## config.mk

```make
export PLATFORM = sky130hd
export DESIGN_NAME = adc_packetizer
export DESIGN_NICKNAME = d
export VERILOG_FILES = /design/src/rtl/adc_packetizer.sv
export SDC_FILE = /design/constraint.sdc
export NUM_CORES = 1
export LEC_CHECK = 0
export ABC_AREA = 1
export CORE_UTILIZATION = 45
export CTS_BUF_LIST = sky130_fd_sc_hd__clkbuf_2
export DETAILED_ROUTE_END_ITERATION = 10
export HOLD_SLACK_MARGIN = 0.05
export PLACE_DENSITY = 0.78
export SYNTH_ARGS = -nofsm -noshare
export SYNTH_HDL_FRONTEND = slang
export SYNTH_SLANG_ARGS = --single-unit
export TNS_END_PERCENT = 1
```

## constraint.sdc

```tcl
create_clock -name i_clk -period 2 [get_ports i_clk]
set_input_delay 0.5 -clock i_clk [delete_from_list [all_inputs] [get_ports i_clk]]
set_output_delay 0.5 -clock i_clk [all_outputs]
set_load 0.005 [all_outputs]
```

## src/rtl/adc_packetizer.sv

```systemverilog
// adc_packetizer: frames multi-channel ADC samples into an 8-bit AXI-S packet stream
// Ports:
//   i_clk, i_rst_n                    clock, asynchronous active-low reset
//   i_s_axis_tdata/ts/tvalid          wide sample word + timestamp in
//   o_s_axis_tready                   input ready (IDLE, or NEXT with no flush pending)
//   i_chn_en, i_pkt_len, i_ts_en,     per-packet config, latched at packet start
//   i_fmt_signed
//   i_flush                           pulse: close the open packet early
//   o_m_axis_tdata/tvalid/tlast       byte stream out, i_m_axis_tready backpressure
//   o_busy                            a packet is open
module adc_packetizer #(
  parameter int NUM_CHANNELS = 4,
  parameter int CHN_WIDTH = 14,
  parameter int CHN_BYTES = (CHN_WIDTH + 7) / 8,
  parameter int TS_WIDTH = 32,
  parameter int TS_BYTES = (TS_WIDTH + 7) / 8,
  parameter int PKT_LEN_WIDTH = 8,
  parameter logic [7:0] SYNC_BYTE = 8'hA5
) (
  input  logic                              i_clk,
  input  logic                              i_rst_n,
  input  logic [NUM_CHANNELS*CHN_WIDTH-1:0] i_s_axis_tdata,
  input  logic [TS_WIDTH-1:0]               i_s_axis_ts,
  input  logic                              i_s_axis_tvalid,
  output logic                              o_s_axis_tready,
  input  logic [NUM_CHANNELS-1:0]           i_chn_en,
  input  logic [PKT_LEN_WIDTH-1:0]          i_pkt_len,
  input  logic                              i_ts_en,
  input  logic                              i_fmt_signed,
  input  logic                              i_flush,
  output logic [7:0]                        o_m_axis_tdata,
  output logic                              o_m_axis_tvalid,
  input  logic                              i_m_axis_tready,
  output logic                              o_m_axis_tlast,
  output logic                              o_busy
);
  localparam int CB8 = CHN_BYTES * 8;
  localparam int TB8 = TS_BYTES * 8;
  localparam int SW = NUM_CHANNELS * CHN_WIDTH;
  typedef enum logic [2:0] {IDLE, HDR, TS, DATA, NEXT, TRL} state_t;
  state_t                   r_state;
  logic [7:0]               r_seq, r_idx;
  logic [PKT_LEN_WIDTH-1:0] r_cnt, r_len;
  logic [NUM_CHANNELS-1:0]  r_mask;
  logic [SW-1:0]            r_sample;
  logic [TS_WIDTH-1:0]      r_ts;
  logic                     r_ts_en, r_fmt, r_flush;
  logic [3:0]               r_ch;
  logic [3:0]               w_first, w_next;
  logic [CB8-1:0]           w_chn;
  logic [TB8-1:0]           w_ts;
  logic [PKT_LEN_WIDTH:0]   w_cnt1;
  logic                     w_xfer;
  // signed format: offset-binary to two's complement by flipping each channel MSB
  function automatic logic [SW-1:0] fmt(input logic [SW-1:0] d, input logic s);
    fmt = d;
    for (int i = 0; i < NUM_CHANNELS; i++) fmt[(i+1)*CHN_WIDTH-1] = d[(i+1)*CHN_WIDTH-1] ^ s;
  endfunction
  // lowest enabled channel at or above 'from'; NUM_CHANNELS means none left
  function automatic logic [3:0] next_ch(input logic [NUM_CHANNELS-1:0] m, input int from);
    next_ch = 4'(NUM_CHANNELS);
    for (int i = NUM_CHANNELS - 1; i >= 0; i--) if (m[i] && i >= from) next_ch = 4'(i);
  endfunction
  assign w_first = next_ch(r_mask, 0);
  assign w_next = next_ch(r_mask, int'(r_ch) + 1);
  assign w_chn = CB8'(r_sample[int'(r_ch)*CHN_WIDTH +: CHN_WIDTH]) << (CB8 - CHN_WIDTH);
  assign w_ts = TB8'(r_ts);
  assign w_cnt1 = (PKT_LEN_WIDTH+1)'(r_cnt) + (PKT_LEN_WIDTH+1)'(1);
  assign w_xfer = o_m_axis_tvalid && i_m_axis_tready;
  // a pending flush wins over a NEXT-state handshake, so refuse the sample
  assign o_s_axis_tready = r_state == IDLE || (r_state == NEXT && !r_flush);
  assign o_m_axis_tvalid = r_state inside {HDR, TS, DATA, TRL};
  assign o_m_axis_tlast = r_state == TRL;
  assign o_busy = r_state != IDLE;
  assign o_m_axis_tdata =
    r_state == HDR  ? (r_idx == 8'd0 ? SYNC_BYTE : r_idx == 8'd1 ? r_seq :
                       r_idx == 8'd2 ? 8'(r_mask) : {6'b0, r_fmt, r_ts_en}) :
    r_state == TS   ? w_ts[r_idx*8 +: 8] :
    r_state == DATA ? w_chn[r_idx*8 +: 8] :
    r_state == TRL  ? 8'(w_cnt1) : 8'h00;
  always_ff @(posedge i_clk or negedge i_rst_n) begin
    if (!i_rst_n) begin
      r_state <= IDLE;
      r_seq <= '0;
      r_idx <= '0;
      r_cnt <= '0;
      r_len <= '0;
      r_mask <= '0;
      r_sample <= '0;
      r_ts <= '0;
      r_ts_en <= 1'b0;
      r_fmt <= 1'b0;
      r_flush <= 1'b0;
      r_ch <= '0;
    end else begin
      if (i_flush && r_state != IDLE) r_flush <= 1'b1;
      case (r_state)
        IDLE: if (i_s_axis_tvalid && |i_chn_en) begin
          r_sample <= fmt(i_s_axis_tdata, i_fmt_signed);
          r_ts <= i_s_axis_ts;
          r_mask <= i_chn_en;
          r_len <= i_pkt_len;
          r_ts_en <= i_ts_en;
          r_fmt <= i_fmt_signed;
          r_cnt <= '0;
          r_idx <= '0;
          r_state <= HDR;
        end
        HDR: if (w_xfer) begin
          if (r_idx == 8'd3) begin
            r_idx <= '0;
            r_ch <= w_first;
            r_state <= r_ts_en ? TS : DATA;
          end else r_idx <= r_idx + 8'd1;
        end
        TS: if (w_xfer) begin
          if (r_idx == 8'(TS_BYTES - 1)) begin
            r_idx <= '0;
            r_state <= DATA;
          end else r_idx <= r_idx + 8'd1;
        end
        DATA: if (w_xfer) begin
          if (r_idx == 8'(CHN_BYTES - 1)) begin
            r_idx <= '0;
            if (w_next == 4'(NUM_CHANNELS)) r_state <= (r_cnt == r_len || r_flush) ? TRL : NEXT;
            else r_ch <= w_next;
          end else r_idx <= r_idx + 8'd1;
        end
        NEXT: if (r_flush) r_state <= TRL;
          else if (i_s_axis_tvalid) begin
            r_sample <= fmt(i_s_axis_tdata, r_fmt);
            r_cnt <= r_cnt + PKT_LEN_WIDTH'(1);
            r_ch <= w_first;
            r_state <= DATA;
          end
        TRL: if (w_xfer) begin
          r_seq <= r_seq + 8'd1;
          r_flush <= 1'b0;
          r_state <= IDLE;
        end
        default: r_state <= IDLE;
      endcase
    end
  end
endmodule

```

-- Word level (Yosys, flattened, before mapping)
Cells that the tools add are included.
Widths: inputs -> output; s select.
- add/subtract/negate cells: 5
- $mul: 1
- divide/modulo/power cells: 0
- order comparisons: 4
- equality and inequality tests: 24
- shift-type cells: 3
- muxes and demuxes: 53
- bitwise logic cells: 8
- reductions and logical operators: 26
- operator list (operator ; number):
    $mux 56 ; 3
    $pmux 56 s2 ; 1
    $mux 8 ; 13
    $shiftx 56x9->14 ; 1
    $mux 3 ; 18
    $mux 4 ; 9
    $add 8x1->8 const B ; 4
    $shiftx 32x12->8 ; 1
    $pmux 8 s3 ; 1
    $pmux 3 s6 ; 1
    $eq 8x2->1 const B ; 2
    $pmux 8 s2 ; 1
    $shiftx 16x12->8 ; 1
    $ne 2x1->1 const B ; 7
    $ne 2x2->1 const B ; 6
    $pmux 4 s3 ; 1
    $ge 1x5->1 const A ; 2
    $ge 2x5->1 const A ; 2
    $reduce_and 10->1 ; 1
    $reduce_bool 3->1 ; 3
    $eq 8x1->1 const B ; 1
    $eq 8x8->1 ; 1
    $logic_and 1x1->1 ; 8
    $logic_not 8->1 ; 1
    19 further kinds ; 35
- bits in registers: 134
- latch bits: 0
- bits in writable memories: 0
- ROM bits: 0
- input bits: 107
- output and inout port bits: 12
- logic and storage cells: 136
- memories: 0

-- Longest topological paths before layout
- depth after elaboration: 12
- mapped depth: 13
- mapped depth without buffers: 13

-- Least setup slack after synthesis
No wires, ideal clock.
- kind: register to output
- from: reg r_idx[0]
- to: out o_m_axis_tdata[3]
- arrival: 1650 ps
- data required time: 1500 ps
- setup slack: -150 ps
- cell stages (with the launch flop): 10
- buffers on the path: 1
- cells stage by stage: dfrtp_1 > clkinv_1 > clkbuf_1 > ha_1 > nand2_1 > nor2_1 > nand3_1 > a21oi_1 > a21oi_1 > nand2_1
- cells in the longest elaborated chain, start to end: 5
- elaborated cells on any way between the ends: 11
- classes of those cells: eq/ne: 2; shift: 2; mux: 6; reduce/logical: 1
- ends and longest elaborated chain (element ; line ; source):
    start: declaration ; 42 ; logic [7:0] r_seq, r_idx;
    start signal: assignment ; 114 ; end else r_idx <= r_idx + 8'd1;
    start signal: assignment ; 120 ; end else r_idx <= r_idx + 8'd1;
    start signal: assignment ; 127 ; end else r_idx <= r_idx + 8'd1;
    parallel branches: the longest is 4 deep, another holds $shiftx 16x12->8 ; - ;
    $mux 8 (*) ; 76 ; r_state == HDR ? (r_idx == 8'd0 ? SYNC_BYTE : r_idx == 8'd1 ? r_seq :
    end: declaration ; 31 ; output logic [7:0] o_m_axis_tdata,
Every way passes the cells marked *.

-- Final worst setup path
- from: reg r_idx[3]
- to: out o_m_axis_tdata[3]
The elaborated chain is that of the path after synthesis.

==> impl_metrics.toml <==
[placed_design]
dp_worst_setup_slack_ns = -0.448
placed_area_mm2 = 0.00902
portBuffers = 118
hpwl_um = 14400
place_inst = 1235
gp_congestion = 0.899

[worst_setup_path]
endpoint = "o_m_axis_tdata[3]"
worstSetupPathType = "flip-flop to output port"
critPathArrivalTime_ns = 2.39
cp_slowest_cell = "dfrtp_1"
cp-startpoint = "r_idx[3]"
critPathMaxFanout = 3
cp-start-kind = "flip-flop"
path_cells = "nor2_2, buf_6, buf_4, nand2_2, nor2_4, inv_2, nand3_2, a21oi_2, a21oi_2, nand2_2, buf_2"
crit_cells = 11
path_delay_family = "simple AND/OR/NAND/NOR gates"
reg2reg_slack_ns = 0
end_kind = "output port"
rr_endpoint = "r_sample[6]"
path_buf_inv = 4
r2r-start = "r_state[0]"
r2r_cells = 11
worstPathRequired_ns = 1.50
cpPeakStageDelay_ns = 0.46

[clock_network]
cts.sinks = 133
path_clk_slew_ns = 0.22
numCtsBuffers = 17
cts_tree = "built"
clk_path_buf_depth = 2
clk_latency_ns = 0.72
clockRootBuffer = "clkbuf_2"
cts.htree.levels = 4

[sta]
finalSetupViolations = 13
slew_headroom = 0.684
hold_ws_ns = 0.156
rsz0062_at_grt = "yes"
hold_violations = 0
worstMarginPinSlew_ns = 0.475
setup_tns_ns = -8.57
finClkSkew_ns = 0.0320
finalCriticalPeriod_ns = 2.89
max_freq_ghz = 0.346
maxSlewViolCount = 0
post-route-period-util = 1.45
setup_ws_ns = -0.891

[status]
violations = "negative setup slack"
status = "complete, but fails checks"

[route]
wl_per_cell_um = 15.8
routed_via_density = 5.31
drtAntennaViolNets = 0
vias = 6885
drc = 0
totalWireLength_um = 20500
initialDrtViolationCount = 747
drt_first_pass_iters = 5

[global_routing]
grt_pass1_wl_um = 33100
grt_pass1_vias = 6935
grtUsageTotal = 0.267
met1_usage = 0.339
antenna_found_initial = 1
grt_max_degree = 56
overflow = 0
globalRouteMet2Util = 0.435
met3_usage = 0.0484
gr-max-usage-layer = "met2"

[synth]
ys_types = 35
syn-num-nets = 975
syn_area_per_cell_um2 = 8.02
ys_seq_area_frac = 0.482
ys_ff_latch = 133
synthesis.area_mm2 = 0.00690
synthCells = 860
ys_warn_count = 0

[final_layout]
layout_commonest_cell = "nand2_1"
utilization = 0.660
drive_above_1_share = 0.263
final_cells = 1296
finish.instance_area_mm2 = 0.00973
fin_nets = 1215
final_cell_mix = "nand2_1, dfrtp_1, buf_4"
synthToLayoutAreaGrowth_pct = 41.1
num-fill-cells = 1167

[power]
p_total_mw = 13.1
ir_worst_vdd_v = 0.000661
leakagePower_nw = 4.75
p_per_area_mw_per_mm2 = 1340

[floorplanning]
num_io_pins = 119
row_count = 44
fp.dieH_um = 126
core_area_mm2 = 0.0148
dieArea_mm2 = 0.0158
start_util = 0.468
die_w_um = 126

[run]
drv_cap = 0

[worst_hold_path]
hold_class = "input pin to async pin"
-- layer usage --
layer | part of all wire | vias to the layer above
met5 | 0 | -
met1 | 0.42 | 3277
met2 | 0.48 | 284
met3 | 0.060 | 58
met4 | 0.037 | 0
li1 | - | 3266
-- cell type report --
cell class / count / area [um2] / share of cell area
Multi-Input combinational cell: 637 / 3440 / 0.354
Inverter: 58 / 236 / 0.0243
Clock inverter: 12 / 108 / 0.0111
Tap cell: 184 / 230 / 0.0237
Clock buffer: 18 / 90.1 / 0.00926
Antenna cell: 1 / 2.50 / 0.000257
Sequential cell: 133 / 3330 / 0.342
Timing Repair Buffer: 253 / 2290 / 0.236
-- power by group --
group / switching (mW) / total (mW) / internal (mW)
Combinational: 3.81 / 7.04 / 3.23
Clock: 1.05 / 1.50 / 0.443
Sequential: 0.745 / 4.55 / 3.80
Total: 5.60 / 13.1 / 7.48
-- Yosys cell counts (all sizes together) --
cell type    n  area share
nand2      318        0.17
dfrtp      133        0.48
nor2        69       0.038
inv         55       0.030
o21ai       52       0.038
nand3       48       0.036
a21oi       42       0.032
mux2        37       0.060
buf         22       0.020
o22ai       14       0.013
xnor2       12       0.015
clkbuf      10      0.0054
xor2        10       0.013
ha           8       0.015
nor3         8      0.0058
a22oi        4      0.0044
nand4        4      0.0036
clkinv       3      0.0016
o21a         3      0.0033
a221oi       2      0.0025
o211ai       2      0.0022
a221o        1      0.0015
a31oi        1     0.00091
o211a        1      0.0015
or2          1     0.00091
-- how the worst min path moves through the flow --
| stage | startpoint | end | cells past startpoint |
|---|---|---|---|
| detailed placement | i_rst_n | r_sample[9] | 1 |
| global placement | i_rst_n | r_sample[11] | 1 |
| finish | i_rst_n | r_sample[8] | 2 |
| floorplan | i_rst_n | r_ch[0] | 0 |
| global route | i_rst_n | r_sample[28] | 2 |
| CTS | i_rst_n | r_sample[9] | 2 |
-- cells by family (layout without fill, tap and decap cells) --
| family | after synthesis | after routing | synth area share |
|---|---|---|---|
| multiplexers | 37 | 37 | 0.0604 |
| adder cells (fa/ha/maj) | 8 | 8 | 0.0145 |
| buffers and inverters | 90 | 341 | 0.0571 |
| AO/OA/AOI/OAI | 122 | 122 | 0.0992 |
| other | 0 | 1 | 0 |
| flip-flops | 133 | 133 | 0.482 |
| AND/OR/NAND/NOR | 448 | 448 | 0.258 |
| XOR/XNOR | 22 | 22 | 0.0279 |
-- state kept, by name, indices dropped and copies added, names as in the netlist --
name / cells
r_len: 8
r_ts: 32
r_mask: 4
r_fmt: 1
r_seq: 8
r_ch: 3
r_ts_en: 1
r_flush: 1
r_idx: 8
r_cnt: 8
r_sample: 56
r_state: 3
-- what timing repair did --
item | in CTS | in global routing
hold endpoints to repair | 133 | 0
setup endpoints to repair | 25 | 81
setup buffers | 27 | 3
gates cloned | 1 | 0
pin swaps | 31 | 13
resized for setup | 126 | 18
hold buffers | 1 | 0
No activity file was read; power rests on OpenSTA's default activity.
